File: config.mk
export PLATFORM = sky130hd
export DESIGN_NAME = mc_ctrl
export DESIGN_NICKNAME = d
export VERILOG_FILES = /design/src/rtl/mc_ctrl_pkg.sv /design/src/rtl/mc_ctrl_decode.sv /design/src/rtl/mc_ctrl.sv
export SDC_FILE = /design/constraint.sdc
export NUM_CORES = 1
export LEC_CHECK = 0
export ABC_AREA = 1
export BUFFER_PORTS_ARGS = -buffer_cell sky130_fd_sc_hd__buf_2
export CORE_ASPECT_RATIO = 0.9
export CORE_MARGIN = 1
export CORE_UTILIZATION = 50
export DETAILED_ROUTE_END_ITERATION = 12
export PLACE_DENSITY = 0.88
export SLEW_MARGIN = 10
export SYNTH_ARGS = -nofsm -noshare
export SYNTH_HDL_FRONTEND = slang
export SYNTH_HIERARCHICAL = 1
export SYNTH_SLANG_ARGS = --single-unit
File: constraint.sdc
create_clock -name i_clk -period 2.4 [get_ports i_clk]
set_input_delay 0.48 -clock i_clk [delete_from_list [all_inputs] [get_ports i_clk]]
set_output_delay 0.48 -clock i_clk [all_outputs]
set_load 0.1 [all_outputs]
File: src/rtl/mc_ctrl_pkg.sv
// Shared encodings for the multi-cycle control path: FSM states, opcode/funct
// constants, instruction classes and the select codes seen by the datapath.
package mc_ctrl_pkg;

    typedef enum logic [2:0] {
        S_IF   = 3'd0,
        S_ID   = 3'd1,
        S_EX   = 3'd2,
        S_MEM  = 3'd3,
        S_WB   = 3'd4,
        S_TRAP = 3'd7
    } state_t;

    localparam logic [5:0] OP_RTYPE = 6'b000000;
    localparam logic [5:0] OP_ORI   = 6'b001101;
    localparam logic [5:0] OP_LUI   = 6'b001111;
    localparam logic [5:0] OP_LW    = 6'b100011;
    localparam logic [5:0] OP_SW    = 6'b101011;
    localparam logic [5:0] OP_BEQ   = 6'b000100;
    localparam logic [5:0] OP_J     = 6'b000010;
    localparam logic [5:0] OP_JAL   = 6'b000011;

    localparam logic [5:0] FN_ADDU  = 6'b100001;
    localparam logic [5:0] FN_SUBU  = 6'b100011;
    localparam logic [5:0] FN_JR    = 6'b001000;

    // Jump codes are shared with the next-PC unit and must stay in step with it.
    typedef enum logic [1:0] {
        JMP_NONE = 2'b00,
        JMP_J    = 2'b01,
        JMP_JAL  = 2'b10,
        JMP_JR   = 2'b11
    } jump_t;

    typedef enum logic [2:0] {
        ALU_ADD   = 3'b000,
        ALU_SUB   = 3'b001,
        ALU_OR    = 3'b010,
        ALU_LUI   = 3'b011,
        ALU_PASSA = 3'b100
    } alu_op_t;

    typedef enum logic [1:0] {
        DST_RT = 2'b00,
        DST_RD = 2'b01,
        DST_RA = 2'b10
    } reg_dst_t;

    typedef enum logic [1:0] {
        M2R_ALU = 2'b00,
        M2R_MEM = 2'b01,
        M2R_PC4 = 2'b10
    } mem2reg_t;

    typedef enum logic [3:0] {
        C_ADDU, C_SUBU, C_JR, C_ORI, C_LUI, C_LW, C_SW, C_BEQ, C_J, C_JAL, C_ILLEGAL
    } iclass_t;

endpackage

File: src/rtl/mc_ctrl_decode.sv
// Combinational instruction classifier: maps IR opcode/funct onto one class
// and flags anything the core does not implement.
module mc_decode
    import mc_ctrl_pkg::*;
(
    input  logic [5:0] i_opcode,
    input  logic [5:0] i_funct,
    output iclass_t    o_class,
    output logic       o_legal
);

    always_comb begin
        o_class = C_ILLEGAL;
        case (i_opcode)
            OP_RTYPE: begin
                case (i_funct)
                    FN_ADDU: o_class = C_ADDU;
                    FN_SUBU: o_class = C_SUBU;
                    FN_JR:   o_class = C_JR;
                    default: o_class = C_ILLEGAL;
                endcase
            end
            OP_ORI:  o_class = C_ORI;
            OP_LUI:  o_class = C_LUI;
            OP_LW:   o_class = C_LW;
            OP_SW:   o_class = C_SW;
            OP_BEQ:  o_class = C_BEQ;
            OP_J:    o_class = C_J;
            OP_JAL:  o_class = C_JAL;
            default: o_class = C_ILLEGAL;
        endcase
    end

    assign o_legal = (o_class != C_ILLEGAL);

endmodule

File: src/rtl/mc_ctrl.sv
// Multi-cycle main control FSM: sequences IF/ID/EX/MEM/WB, handshakes with the
// shared memory port, drives next-PC controls and counts retired instructions.
module mc_ctrl
    import mc_ctrl_pkg::*;
#(
    parameter int CNT_W = 32
) (
    input  logic             i_clk,
    input  logic             i_rst,
    input  logic [5:0]       i_opcode,
    input  logic [5:0]       i_funct,
    input  logic             i_zero,
    input  logic             i_mem_ready,
    output logic             o_mem_req,
    output logic             o_mem_wr,
    output logic             o_ir_wr,
    output logic             o_pc_wr,
    output logic             o_branch,
    output logic [1:0]       o_jump,
    output logic             o_reg_wr,
    output logic [1:0]       o_reg_dst,
    output logic [1:0]       o_mem2reg,
    output logic             o_alu_src,
    output logic             o_ext_op,
    output logic [2:0]       o_alu_op,
    output logic [2:0]       o_state,
    output logic             o_illegal,
    output logic [CNT_W-1:0] o_retired
);

    state_t           r_state;
    state_t           w_next;
    logic             r_illegal;
    logic [CNT_W-1:0] r_retired;
    iclass_t          w_class;
    logic             w_legal;
    // Branch resolution happens in the next-PC unit, so the flag is not needed here.
    logic             w_unused_zero;

    assign w_unused_zero = i_zero;

    mc_decode u_decode (
        .i_opcode (i_opcode),
        .i_funct  (i_funct),
        .o_class  (w_class),
        .o_legal  (w_legal)
    );

    always_ff @(posedge i_clk) begin
        if (i_rst) begin
            r_state   <= S_IF;
            r_illegal <= 1'b0;
            r_retired <= '0;
        end else begin
            r_state <= w_next;
            if (r_state == S_ID && !w_legal)
                r_illegal <= 1'b1;
            if (o_pc_wr)
                r_retired <= r_retired + CNT_W'(1);
        end
    end

    always_comb begin
        w_next = r_state;
        case (r_state)
            S_IF:  w_next = i_mem_ready ? S_ID : S_IF;
            S_ID: begin
                if (!w_legal)
                    w_next = S_TRAP;
                else if (w_class == C_J || w_class == C_JAL)
                    w_next = S_IF;
                else
                    w_next = S_EX;
            end
            S_EX: begin
                case (w_class)
                    C_LW, C_SW:  w_next = S_MEM;
                    C_BEQ, C_JR: w_next = S_IF;
                    default:     w_next = S_WB;
                endcase
            end
            S_MEM: begin
                if (i_mem_ready)
                    w_next = (w_class == C_SW) ? S_IF : S_WB;
            end
            S_WB:   w_next = S_IF;
            S_TRAP: w_next = S_TRAP;
            default: w_next = S_IF;
        endcase
    end

    // Reset masks every output, including the debug state and the counter view.
    always_comb begin
        o_mem_req = 1'b0;
        o_mem_wr  = 1'b0;
        o_ir_wr   = 1'b0;
        o_pc_wr   = 1'b0;
        o_branch  = 1'b0;
        o_jump    = JMP_NONE;
        o_reg_wr  = 1'b0;
        o_reg_dst = DST_RT;
        o_mem2reg = M2R_ALU;
        o_alu_src = 1'b0;
        o_ext_op  = 1'b0;
        o_alu_op  = ALU_ADD;
        o_state   = '0;
        o_illegal = 1'b0;
        o_retired = '0;
        if (!i_rst) begin
            o_state   = r_state;
            o_illegal = r_illegal;
            o_retired = r_retired;
            case (r_state)
                S_IF: begin
                    o_mem_req = 1'b1;
                    o_ir_wr   = i_mem_ready;
                end
                S_ID: begin
                    if (w_class == C_J) begin
                        o_jump  = JMP_J;
                        o_pc_wr = 1'b1;
                    end else if (w_class == C_JAL) begin
                        o_jump    = JMP_JAL;
                        o_pc_wr   = 1'b1;
                        o_reg_wr  = 1'b1;
                        o_reg_dst = DST_RA;
                        o_mem2reg = M2R_PC4;
                    end
                end
                S_EX: begin
                    case (w_class)
                        C_SUBU: o_alu_op = ALU_SUB;
                        C_ORI: begin
                            o_alu_op  = ALU_OR;
                            o_alu_src = 1'b1;
                        end
                        C_LUI: begin
                            o_alu_op  = ALU_LUI;
                            o_alu_src = 1'b1;
                        end
                        C_LW, C_SW: begin
                            o_alu_src = 1'b1;
                            o_ext_op  = 1'b1;
                        end
                        C_BEQ: begin
                            o_alu_op = ALU_SUB;
                            o_ext_op = 1'b1;
                            o_branch = 1'b1;
                            o_pc_wr  = 1'b1;
                        end
                        C_JR: begin
                            o_alu_op = ALU_PASSA;
                            o_jump   = JMP_JR;
                            o_pc_wr  = 1'b1;
                        end
                        default: o_alu_op = ALU_ADD;
                    endcase
                end
                S_MEM: begin
                    o_mem_req = 1'b1;
                    o_alu_src = 1'b1;
                    o_ext_op  = 1'b1;
                    if (i_mem_ready && w_class == C_SW) begin
                        o_mem_wr = 1'b1;
                        o_pc_wr  = 1'b1;
                    end
                end
                S_WB: begin
                    o_reg_wr = 1'b1;
                    o_pc_wr  = 1'b1;
                    if (w_class == C_ADDU || w_class == C_SUBU)
                        o_reg_dst = DST_RD;
                    else if (w_class == C_LW)
                        o_mem2reg = M2R_MEM;
                end
                default: ;
            endcase
        end
    end

endmodule

# Word level (Yosys, flattened, before mapping)
# Cells that the tools add are included.
[totals]
input_bits = 16
out_inout_bits = 53
reg_bits = 36
[classes]
eq_ne = 26
n_reduce_logical = 14
add_sub_neg = 1
muxes = 52
[op_table]
columns = ["op", "n"]
rows = [
  ["adder 32 x 1 -> 32 bit (second input constant)", 1],
  ["2-to-1 mux 32 bit", 1],
  ["case mux 4 bit (8 select lines)", 1],
  ["2-to-1 mux 1 bit", 25],
  ["== test 6 bit (second input constant)", 4],
  ["== test 6 x 4 -> 1 bit (second input constant)", 3],
  ["2-to-1 mux 3 bit", 6],
  ["== test 4 x 3 -> 1 bit (second input constant)", 4],
  ["2-to-1 mux 2 bit", 8],
  ["case mux 3 bit (5 select lines)", 1],
  ["== test 6 x 2 -> 1 bit (second input constant)", 2],
  ["case mux 2 bit (2 select lines)", 3],
  ["case mux 3 bit (4 select lines)", 1],
  ["case mux 4 bit (3 select lines)", 1],
  ["== test 4 x 2 -> 1 bit (second input constant)", 2],
  ["== test 4 bit (second input constant)", 2],
  ["OR reduction 2 bit", 4],
  ["== test 3 x 2 -> 1 bit (second input constant)", 2],
  ["== test 3 bit (second input constant)", 2],
  ["== test 6 x 3 -> 1 bit (second input constant)", 1],
  ["zero test 6 bit", 1],
  ["case mux 1 bit (2 select lines)", 3],
  ["case mux 3 bit (2 select lines)", 1],
  ["== test 4 x 1 -> 1 bit (second input constant)", 1],
  ["other kinds (11)", 13],
]

# Longest topological paths before layout
# Gate-level depths: netlist of run 1.
[depth]
depth_word = 8
mapped_depth = 19
mapped_depth_nobuf = 18

# Cells and area by module
# Netlist of run 1, hierarchy kept.
[modules_own_cells]
columns = ["mod", "area_each_um2", "n_inst", "cells_each"]
rows = [
  ["mc_ctrl", 2507.4, 1, 436],
  ["mc_decode", 265.3, 1, 58],
]

# Worst setup path before layout of run 1
# Ideal clock, no wire load.
[synth_timing]
path_kind = "input to output"
startpoint = "input port i_rst"
endpoint = "output port o_mem2reg[0]"
required_time_ns = 1.920
slack_ns = -2.397
arrival_ns = 4.317
stages = 4
path_cell_list = "clkbuf_1 -> nor2_1 -> nand2_1 -> nor3_1"
[synth_via]
elab_chain_cells = 1
[synth_rtl]
columns = ["element", "line", "text"]
rows = [
  ["start: declaration", "mc_ctrl.sv:9", "input logic i_rst,"],
  ["2-to-1 mux 2 bit", "mc_ctrl.sv:109", "if (!i_rst) begin"],
  ["end: declaration", "mc_ctrl.sv:22", "output logic [1:0] o_mem2reg,"],
]
# Every way passes these cells.

# Worst setup path after layout of run 1
[layout_timing]
startpoint = "input port i_opcode[5]"
endpoint = "output port o_alu_src"
[layout_via]
elab_chain_cells = 7
word_cells_on_any_way = 17
cone_classes = "11 x eq/ne; 4 x mux; 2 x reduce/logical"
[layout_rtl]
columns = ["element", "line", "text"]
rows = [
  ["start: declaration", "mc_ctrl.sv:10", "input logic [5:0] i_opcode,"],
  ["== test 6 x 2 -> 1 bit, or another cell as far along", "mc_ctrl_decode.sv:14", "case (i_opcode)"],
  ["case mux 4 bit (8 select lines) *", "mc_ctrl_decode.sv:14", ""],
  ["named net w_class[3]", "mc_ctrl.sv:35", "iclass_t w_class;"],
  ["== test 4 x 3 -> 1 bit or == test 4 x 2 -> 1 bit (tied branches)", "mc_ctrl.sv:131", "case (w_class)"],
  ["OR reduction 4 bit (no source line) *", "n/a", ""],
  ["2-to-1 mux 1 bit *", "mc_ctrl.sv:131", ""],
  ["case mux 1 bit (2 select lines) *", "mc_ctrl.sv:113", "case (r_state)"],
  ["2-to-1 mux 1 bit *", "mc_ctrl.sv:109", ""],
  ["end: declaration", "mc_ctrl.sv:23", "output logic o_alu_src,"],
]
# Mark *: on every way through the listed nets, which the timed path passes. The rest lies on a longest branch.

==> flow_metrics.env, run 1 <==
export IMPL_ys_async_sr_fraction=0
export IMPL_start_util=0.524
export IMPL_gp_congestion=0.917
export IMPL_crit_path_end_kind="primary output"
export IMPL_num_rows=25
export IMPL_grtUsageTotal=0.296
export IMPL_fin_skew_ps=6.94
export IMPL_relSlewSlack=0.671
export IMPL_setup_ws_ps=-345
export IMPL_ant_nets=0
export IMPL_instances_no_fill=662
export IMPL_post_route_util=0.817
export IMPL_place_ws_ps=-380
export IMPL_synth_compound_area_frac=0.0812
export IMPL_antenna_cells=0
export IMPL_antenna_found_initial=0
export IMPL_timing_final_max_slew_violations=0
export IMPL_fin_setup_tns_ps=-4400
export IMPL_synthMuxAreaShare=0
export IMPL_cts_buffers=5
export IMPL_yosysSeqAreaShare=0.260
export IMPL_ys_warnings_count=6
export IMPL_cts_sinks=36
export IMPL_drtIter0Drc=294
export IMPL_synthesis_area_mm2=0.00277
export IMPL_dr_pass1_iters=7
export IMPL_synth_top_family_by_area="simple AND/OR/NAND/NOR gates"
export IMPL_setup_viol_count_final=18
export IMPL_hold_path_class="reg -> reg"
export IMPL_worst_ep_required_time_ps=1920
export IMPL_coreArea_mm2=0.00529
export IMPL_synth_area_per_cell_um2=5.61
export IMPL_io_buffers=67
export IMPL_overflow=0
export IMPL_synth_top_area_cell="dfxtp_1"
export IMPL_synth_seq_cells=36
export IMPL_synth_xor_area_share=0
export IMPL_tightest_slew_ps=497
export IMPL_clockBufferDepth=2
export IMPL_layout_commonest_cell="nor2_1"
export IMPL_vias=3846
export IMPL_startpoint_type="primary input"
export IMPL_dp_hpwl_um=5680
export IMPL_crit_arrival_ps=2270
export IMPL_yosys_area_share_simple=0.505
export IMPL_period_needed_ps=2750
export IMPL_fmaxAchievable_mhz=364
export IMPL_cts_root_buf="clkbuf_8"
export IMPL_grt_max_degree=34
export IMPL_totalPowerFinal_w=0.00234
export IMPL_place_inst=637
export IMPL_detail_route_vias_per_cell=5.81
export IMPL_grt_pass1_wl_um=13800
export IMPL_yosys_area_share_adder=0.00451
export IMPL_ys_flop_type="dfxtp_1"
export IMPL_synth_cells=494
export IMPL_wire_per_inst_um=16.3
export IMPL_grt_pass1_vias=3222
export IMPL_totalWireLength_um=10800
export IMPL_clk_latency_ps=310
export IMPL_synth_area_leaders="dfxtp_1, nor2_1, nand2_1"
export IMPL_p_per_area_mw_per_mm2=542
export IMPL_fp_dieArea_mm2=0.00585
export IMPL_fin_crit_sh=1.14
export IMPL_drc_errors=0
export IMPL_yosys_cell_types_count=33
export IMPL_violations="setup timing"
export IMPL_die_height_um=72.6
export IMPL_synth_edff_count=0
export IMPL_netlist_area_leader_share=0.260
export IMPL_path_class="in -> out"
export IMPL_leakage_nw=1.87
export IMPL_layout_common_cells="nor2_1, nand2_1, inv_1, buf_2, nor2_2"
export IMPL_rsz0062_at_grt="true"
export IMPL_ir_drop_mv=0.702
export IMPL_cp_max_fo=6
export IMPL_syn_num_nets=511
export IMPL_nets=611
export IMPL_cts_tree="yes"
export IMPL_pin_count=69
export IMPL_cts_htree_levels=2
export IMPL_fp_dieW_um=80.5
export IMPL_finalHoldViolCount=0
export IMPL_status="finished, violations left"
export IMPL_synthToLayoutAreaGrowth_pct=55.7
export IMPL_clk_pin_slew_worst_paths_ps=80
export IMPL_drv_cap=0
export IMPL_drive_gt1_frac=0.402
==> cells in the mapped netlist (6+ instances only) <==
master and number:
clkbuf_1 7, nor2_2 9, nor3_1 9, nor2_1 131, nand2_1 93, o21ai_0 6
nand2_2 8, inv_1 81, nor2_4 8, dfxtp_1 36, a21oi_1 28, nand3_1 45
==> final timing paths <==
| check | start | to | slack (ps) | cells after the start |
|---|---|---|---|---|
| max | i_opcode[5] | o_alu_src | -350 | 13 |
| min | r_illegal | r_illegal | 470 | 2 |
| max reg2reg | r_state[1] | r_retired[12] | 270 | 11 |
| min reg2reg | r_illegal | r_illegal | 470 | 2 |
==> power breakdown <==
group / internal [W] / switching (W)
Sequential: 0.000629 / 0.0000516
Clock: 0.000308 / 0.000246
Combinational: 0.000297 / 0.000808
==> per-stage QoR <==
step	hold WS [ps]	cell area, µm²
5_1_grt	494	4320
2_1_floorplan	436	3070
4_1_cts	463	4070
6_report	467	4320
3_5_place_dp	454	3790
3_3_place_gp	449	3790
==> metal layers <==
layer	up-vias	global-route usage	wire [µm]
li1	1712	-	-
met1	1725	0.349	3790
met2	310	0.515	5250
met3	99	0.0588	1020
met4	0	0.137	767
met5	-	0	0
==> cell families (layout without fill, tap and decap cells) <==
kind of cell | Yosys count | count (layout)
simple gates | 316 | 316
flops | 36 | 36
compound gates | 41 | 41
buf+inv | 100 | 201
fa+ha+maj | 1 | 1
==> repair_timing <==
item                                    in CTS  in global routing
hold buffers                                 0                  0
buffers inserted                             9                  8
endpoints found under the setup margin      14                 21
pin swaps                                   16                 27
resized for setup                           33                 49
==> worst max-delay path, cell delays in order <==
cell	delay (ps)
buf_6	110
nor2_4	220
nand3_2	150
nand2_1	100
nor2_2	50
nand2_4	120
nand2_8	100
nor2_4	180
inv_2	110
o21ai_4	210
nor2_2	70
a21oi_4	160
buf_12	190
==> sequential cells by signal, summed over array words and instances, names as in the netlist <==
signal and cells:
r_state 3, r_illegal 1, r_retired 32
==> cell type report <==
type                            instances  area, µm²
Tap cell                               67       83.8
Fill cell                             309        970
Clock buffer                            6       72.6
Sequential cell                        36        721
Inverter                               86        337
Clock inverter                          2       35.0
Multi-Input combinational cell        358       2140
Timing Repair Buffer                  107        923
Power figures use the tool's default switching activity.
==> run 2: changes to the inputs <==
ABC_AREA = default   (was 1)
CORE_ASPECT_RATIO = 1.25   (was 0.9)
PLACE_DENSITY = 0.89   (was 0.88)
==> run 2 against run 1 <==
Effect of this change: the run still ends with setup timing left; wire length grew 1.7%; critical path depth shrank 1; cell area shrank 0.70%; clock power shrank 18%; register-to-register slack lost 290 ps; critical endpoint is now o_jump[0].
==> flow_metrics.env, run 2 <==
export IMPL_status="finished, violations left"
export IMPL_violations="setup timing"
export IMPL_vias=3350
export IMPL_ys_warnings_count=6
export IMPL_synth_area_per_cell_um2=7.45
export IMPL_antenna_cells=0
export IMPL_finalHoldViolCount=0
export IMPL_wire_per_inst_um=21.4
export IMPL_yosysSeqAreaShare=0.288
export IMPL_synth_cells=336
export IMPL_cts_hold_buf=0
export IMPL_antenna_found_initial=0
export IMPL_grt_pass1_vias=3202
export IMPL_cts_root_buf="clkbuf_8"
export IMPL_critPathMaxStageDelay_ps=480
export IMPL_fmaxAchievable_mhz=301
export IMPL_place_area_mm2=0.00364
export IMPL_grt_max_degree=30
export IMPL_top_regs="r_retired: 32 flops, r_state: 3 flops, r_illegal: 1 flops"
export IMPL_cts_htree_levels=2
export IMPL_whs_ps=515
export IMPL_rsz0062_at_grt="true"
export IMPL_startpoint_type="primary input"
export IMPL_coreArea_mm2=0.00476
export IMPL_setup_viol_count_final=51
export IMPL_crit_slowest_cell="or4_4"
export IMPL_final_area_mm2=0.00429
export IMPL_leakage_nw=1.75
export IMPL_cts_buffers=5
export IMPL_clk_pin_slew_worst_paths_ps=70
export IMPL_fp_dieArea_mm2=0.00530
export IMPL_pin_count=69
export IMPL_instances_no_fill=515
export IMPL_synth_edff_count=0
export IMPL_path_class="in -> out"
export IMPL_place_inst=488
export IMPL_dr_pass1_iters=5
export IMPL_worst_ep_required_time_ps=1920
export IMPL_cpMostUsedCell="buf_6"
export IMPL_cp_max_fo=3
export IMPL_hold_path_class="reg -> reg"
export IMPL_fin_skew_ps=4.00
export IMPL_syn_num_nets=353
export IMPL_synth_seq_cells=36
export IMPL_crit_path_end_kind="primary output"
export IMPL_synthesis_area_mm2=0.00250
export IMPL_ys_flop_type="dfxtp_1"
export IMPL_nets=471
export IMPL_drv_cap=0
export IMPL_grtUsageTotal=0.379
export IMPL_path_cells="buf_6 > or3_4 > or4_4 > o311ai_4 > buf_6 > nor3b_4 > buf_4 > nand2_4 > nor2_1 > a31oi_2 > nor3_4 > buf_12"
export IMPL_ys_async_sr_fraction=0
export IMPL_grt_pass1_wl_um=15400
export IMPL_synth_area_leaders="dfxtp_1, nor2b_1, nor2_1"
export IMPL_ant_nets=0
export IMPL_num_rows=28
export IMPL_netlist_area_leader_share=0.288
export IMPL_drtIter0Drc=311
export IMPL_p_per_area_mw_per_mm2=476
export IMPL_cts_sinks=36
export IMPL_totalWireLength_um=11000
export IMPL_synth_top_area_cell="dfxtp_1"
export IMPL_largest_register="r_retired"
export IMPL_io_buffers=67
export IMPL_period_needed_ps=3320
export IMPL_drive_gt1_frac=0.547
export IMPL_largest_reg_flops=32
export IMPL_drc_errors=0
export IMPL_fp_dieW_um=65.3
export IMPL_yosys_cell_types_count=53
export IMPL_timing_final_max_slew_violations=0
export IMPL_crit_arrival_ps=2840
export IMPL_layout_common_cells="buf_2, buf_4, dfxtp_1, nor2b_2, nand2_1"
export IMPL_fin_setup_tns_ps=-35860
export IMPL_cts_tree="yes"
export IMPL_fin_crit_sh=1.38
export IMPL_tightest_slew_ps=701
export IMPL_die_height_um=81.1
export IMPL_gp_congestion=0.956
export IMPL_clk_latency_ps=290
export IMPL_ir_drop_mv=0.476
export IMPL_setup_ws_ps=-917
export IMPL_clockBufferDepth=2
export IMPL_dp_hpwl_um=5900
export IMPL_synthToLayoutAreaGrowth_pct=71.2
export IMPL_relSlewSlack=0.529
export IMPL_overflow=0
export IMPL_start_util=0.525
export IMPL_detail_route_vias_per_cell=6.50
export IMPL_synthTopCellsByCount="dfxtp_1, nor2_1, nand2_1, nor2b_1, a21oi_1"
==> run 2: changes by cell type after synthesis, sizes merged, moves of 5 or more <==
| cell | before | now |
|---|---|---|
| or4 | 0 | 14 |
| nand2 | 101 | 33 |
| nor2 | 148 | 36 |
| nor3b | 0 | 5 |
| o21ai | 7 | 12 |
| nor2b | 1 | 33 |
| inv | 85 | 14 |
| buf | 7 | 13 |
| nand3 | 47 | 11 |
| mux2 | 0 | 11 |
| o31ai | 0 | 11 |
| or3 | 0 | 13 |
==> run 2: critical path, delay by kind of cell <==
family                 cells  cell delay, ps
AOI/OAI and AO/OA          2             640
and+or+nand+nor            6            1110
buffers and inverters      4             590
==> run 2: cell type report <==
type	count	area [µm²]
multi-input cells	264	2180
repair buffers	133	1160
flip-flops and latches	36	721
fillers	205	478
clock buffers	7	86.3
well taps	60	75.1
inverters	14	56.3
clock inverters	1	7.51
==> run 2: cells by family (layout without fill, tap and decap cells) <==
group                    after synthesis  count (layout)  share of synthesized area
multiplexers                          12              12                     0.0535
XOR/XNOR                               4               4                     0.0140
adder cells (fa/ha/maj)                1               1                    0.00500
buffers and inverters                 36             155                     0.0615
AO/OA/AOI/OAI                         64              64                      0.170
AND/OR/NAND/NOR                      183             183                      0.408
flip-flops                            36              36                      0.288
==> run 2: worst paths after layout <==
| kind | start | to | depth (start not counted) | slack [ps] |
|---|---|---|---|---|
| worst max-delay path | i_opcode[5] | o_jump[0] | 12 | -920 |
| worst min-delay path | r_retired[18] | r_retired[18] | 2 | 510 |
| worst max register to register | r_state[0] | r_retired[13] | 8 | -20 |
| worst min register to register | r_retired[18] | r_retired[18] | 2 | 510 |
==> run 2: power breakdown <==
part           leakage, nW  switching [W]  internal (W)
sequential           0.291      0.0000438      0.000623
combinational         1.42       0.000605      0.000315
clock               0.0445       0.000222      0.000233
==> run 2: per-stage QoR <==
stage                     total power (W)  setup WS [ps]  utilization
final                             0.00204           -917        0.900
after global routing              0.00210           -963        0.900
after CTS                         0.00194           -815        0.869
after detailed placement          0.00138          -1140        0.764
after global placement            0.00136          -1010        0.764
after floorplan                   0.00118          -1180            -
==> run 2: repair_timing <==
item | in CTS | in global routing
setup buffers | 15 | 6
setup endpoints to repair | 50 | 51
resized for setup | 62 | 18
cloned | 0 | 0
pin swaps | 27 | 14
==> run 2: per-layer routing <==
layer / vias up / part of all wire / GRT usage
met3: 82 / 0.073 / 0.0871
met5: - / 0 / 0
met2: 250 / 0.51 / 0.698
met1: 1567 / 0.34 / 0.374
met4: 0 / 0.079 / 0.248
li1: 1451 / - / -
==> run 3: changes to the inputs <==
CORE_UTILIZATION = 48   (was 50)
clock period = 2.7 ns   (was 2.4 ns; I/O delays follow)
==> run 3 against run 2 <==
Effect of this change: the flow still finishes with violations (setup timing); non-clock buffer count down 1; first-iteration DRC count shrank 44%; clock power is 4.8% lower; critical path type unchanged; largest cell class unchanged; worst hold slack is essentially flat; utilization is 1.6 points lower; register-to-register slack gained 50 ps; critical endpoint unchanged; cell area up 4.0%; via count is 0.81% lower; sequential power is 9.1% lower; critical path depth increased by 1.
==> flow_metrics.env, run 3 (synthesized netlist as in run 2, its figures left out) <==
export IMPL_status="finished, violations left"
export IMPL_violations="setup timing"
export IMPL_final_area_mm2=0.00446
export IMPL_setup_ws_ps=-683
export IMPL_totalWireLength_um=10600
export IMPL_grtUsageTotal=0.352
export IMPL_fin_crit_sh=1.25
export IMPL_fin_skew_ps=4.58
export IMPL_largest_register="r_retired"
export IMPL_grt_pass1_wl_um=14500
export IMPL_clk_latency_ps=300
export IMPL_wire_per_inst_um=20.6
export IMPL_hold_path_class="reg -> reg"
export IMPL_cts_sinks=36
export IMPL_cts_tree="yes"
export IMPL_cts_root_buf="clkbuf_8"
export IMPL_rrSetupSlack_ps=30
export IMPL_start_util=0.496
export IMPL_ir_drop_mv=0.440
export IMPL_whs_endpoint="r_retired[27]"
export IMPL_final_fill_count=232
export IMPL_grt_pass1_vias=3150
export IMPL_startpoint_type="primary input"
export IMPL_place_area_mm2=0.00354
export IMPL_timing_rr_end="r_retired[24]"
export IMPL_rsz0062_at_grt="true"
export IMPL_layout_common_cells="buf_2, buf_4, dfxtp_1, nand2_1, buf_6"
export IMPL_relSlewSlack=0.493
export IMPL_pin_count=69
export IMPL_grt_max_degree=59
export IMPL_p_seq_frac=0.309
export IMPL_crit_path_end_kind="primary output"
export IMPL_power_frac_clock=0.221
export IMPL_nets=470
export IMPL_vias=3323
export IMPL_drv_cap=0
export IMPL_drc_errors=0
export IMPL_p_per_area_mw_per_mm2=440
export IMPL_power_frac_comb=0.470
export IMPL_coreArea_mm2=0.00504
export IMPL_fp_dieArea_mm2=0.00551
export IMPL_cts_hold_buf=0
export IMPL_io_buffers=67
export IMPL_place_inst=482
export IMPL_reg2reg_from="r_retired[0]"
export IMPL_ant_nets=0
export IMPL_clk_pin_slew_worst_paths_ps=80
export IMPL_leakage_nw=1.81
export IMPL_cts_htree_levels=2
export IMPL_cp_max_fo=3
export IMPL_gp_congestion=0.920
export IMPL_antenna_cells=0
export IMPL_timing_final_max_slew_violations=0
export IMPL_p_sw_w=0.000822
export IMPL_crit_path_start="i_opcode[3]"
export IMPL_switching_share=0.419
export IMPL_min_from="r_retired[27]"
export IMPL_setup_viol_count_final=50
export IMPL_dr_pass1_iters=4
export IMPL_fin_setup_tns_ps=-21060
export IMPL_worst_ep_required_time_ps=2160
export IMPL_detail_route_vias_per_cell=6.45
export IMPL_hold_depth=2
export IMPL_top_regs="r_retired: 32 flops, r_state: 3 flops, r_illegal: 1 flops"
export IMPL_r2r_worst_path_cells=6
export IMPL_path_class="in -> out"
export IMPL_dp_hpwl_um=5170
export IMPL_drive_gt1_frac=0.592
export IMPL_antenna_found_initial=0
export IMPL_largest_reg_flops=32
export IMPL_drtIter0Drc=174
export IMPL_clockBufferDepth=2
export IMPL_instances_no_fill=515
export IMPL_period_needed_ps=3380
export IMPL_synthToLayoutAreaGrowth_pct=78.0
export IMPL_tightest_slew_ps=754
export IMPL_cts_buffers=5
export IMPL_layout_commonest_cell="buf_2"
export IMPL_crit_arrival_ps=2840
export IMPL_fmaxAchievable_mhz=296
export IMPL_internal_power_w=0.00114
export IMPL_die_height_um=82.7
export IMPL_fp_dieW_um=66.6
export IMPL_overflow=0
export IMPL_num_rows=29
export IMPL_finalHoldViolCount=0
-- run 3: cell types whose count changed in the layout (fill, tap and decap cells not counted), moves of 5 or more --
| cell | change |
|---|---|
| a21oi_1 | -11 |
| a21oi_2 | +11 |
| buf_4 | -11 |
| buf_6 | +8 |
| nor2_2 | +7 |
| nor2_4 | -5 |
| nor2b_1 | +12 |
| nor2b_2 | -11 |
| o31ai_1 | -6 |
| or4_1 | -7 |
| or4_4 | +7 |
-- run 3: metrics by stage --
step | setup slack (ps) | total power, W | hold slack (ps) | utilization
2_1_floorplan | -1000 | 0.00105 | 460 | -
3_3_place_gp | -684 | 0.00116 | 473 | 0.703
3_5_place_dp | -772 | 0.00118 | 492 | 0.703
4_1_cts | -582 | 0.00190 | 505 | 0.838
5_1_grt | -764 | 0.00200 | 534 | 0.884
6_report | -683 | 0.00196 | 515 | 0.884
-- run 3: power groups by stage --
stage	combinational, W	sequential (W)	clock [W]
global placement	0.000558	0.000605	0
finish	0.000921	0.000606	0.000433
detailed placement	0.000572	0.000606	0
global route	0.000954	0.000605	0.000443
CTS	0.000883	0.000594	0.000418
floorplan	0.000466	0.000581	0
-- run 3: repair_timing --
| action | in CTS | in global routing |
|---|---|---|
| pin swaps | 43 | 32 |
| setup buffers | 18 | 9 |
| resized for setup | 89 | 45 |
| endpoints found under the setup margin | 50 | 50 |
| cloned | 4 | 0 |
-- run 3: worst max path at each step --
stage,endpoint,slack [ps]
after floorplan,o_jump[1],-1000
after global placement,o_pc_wr,-680
after detailed placement,o_pc_wr,-770
after CTS,o_branch,-580
after global routing,o_jump[0],-760
final,o_jump[0],-680
-- run 3: final cells by class --
| class | count | area, µm² | area share |
|---|---|---|---|
| multi-input cells | 264 | 2280 | 0.512 |
| repair buffers | 132 | 1220 | 0.274 |
| inverters | 14 | 56.3 | 0.0126 |
| flip-flops and latches | 36 | 721 | 0.162 |
| clock buffers | 7 | 96.3 | 0.0216 |
| well taps | 62 | 77.6 | 0.0174 |
-- run 3: metal layers --
metal	wire length (µm)	vias to the layer above	track usage
met1	3720	1593	0.355
li1	-	1443	-
met2	5560	227	0.659
met3	780	60	0.0577
met4	549	0	0.230
met5	0	-	0
-- run 3: worst max-delay path, stage by stage --
cell	delay, ps
buf_6	100
buf_6	100
or3_4	380
o211ai_1	330
o311ai_4	180
buf_6	170
nor3b_4	200
buf_6	130
nand2_4	60
nor2_2	150
a31oi_2	60
nor3_4	240
buf_12	200
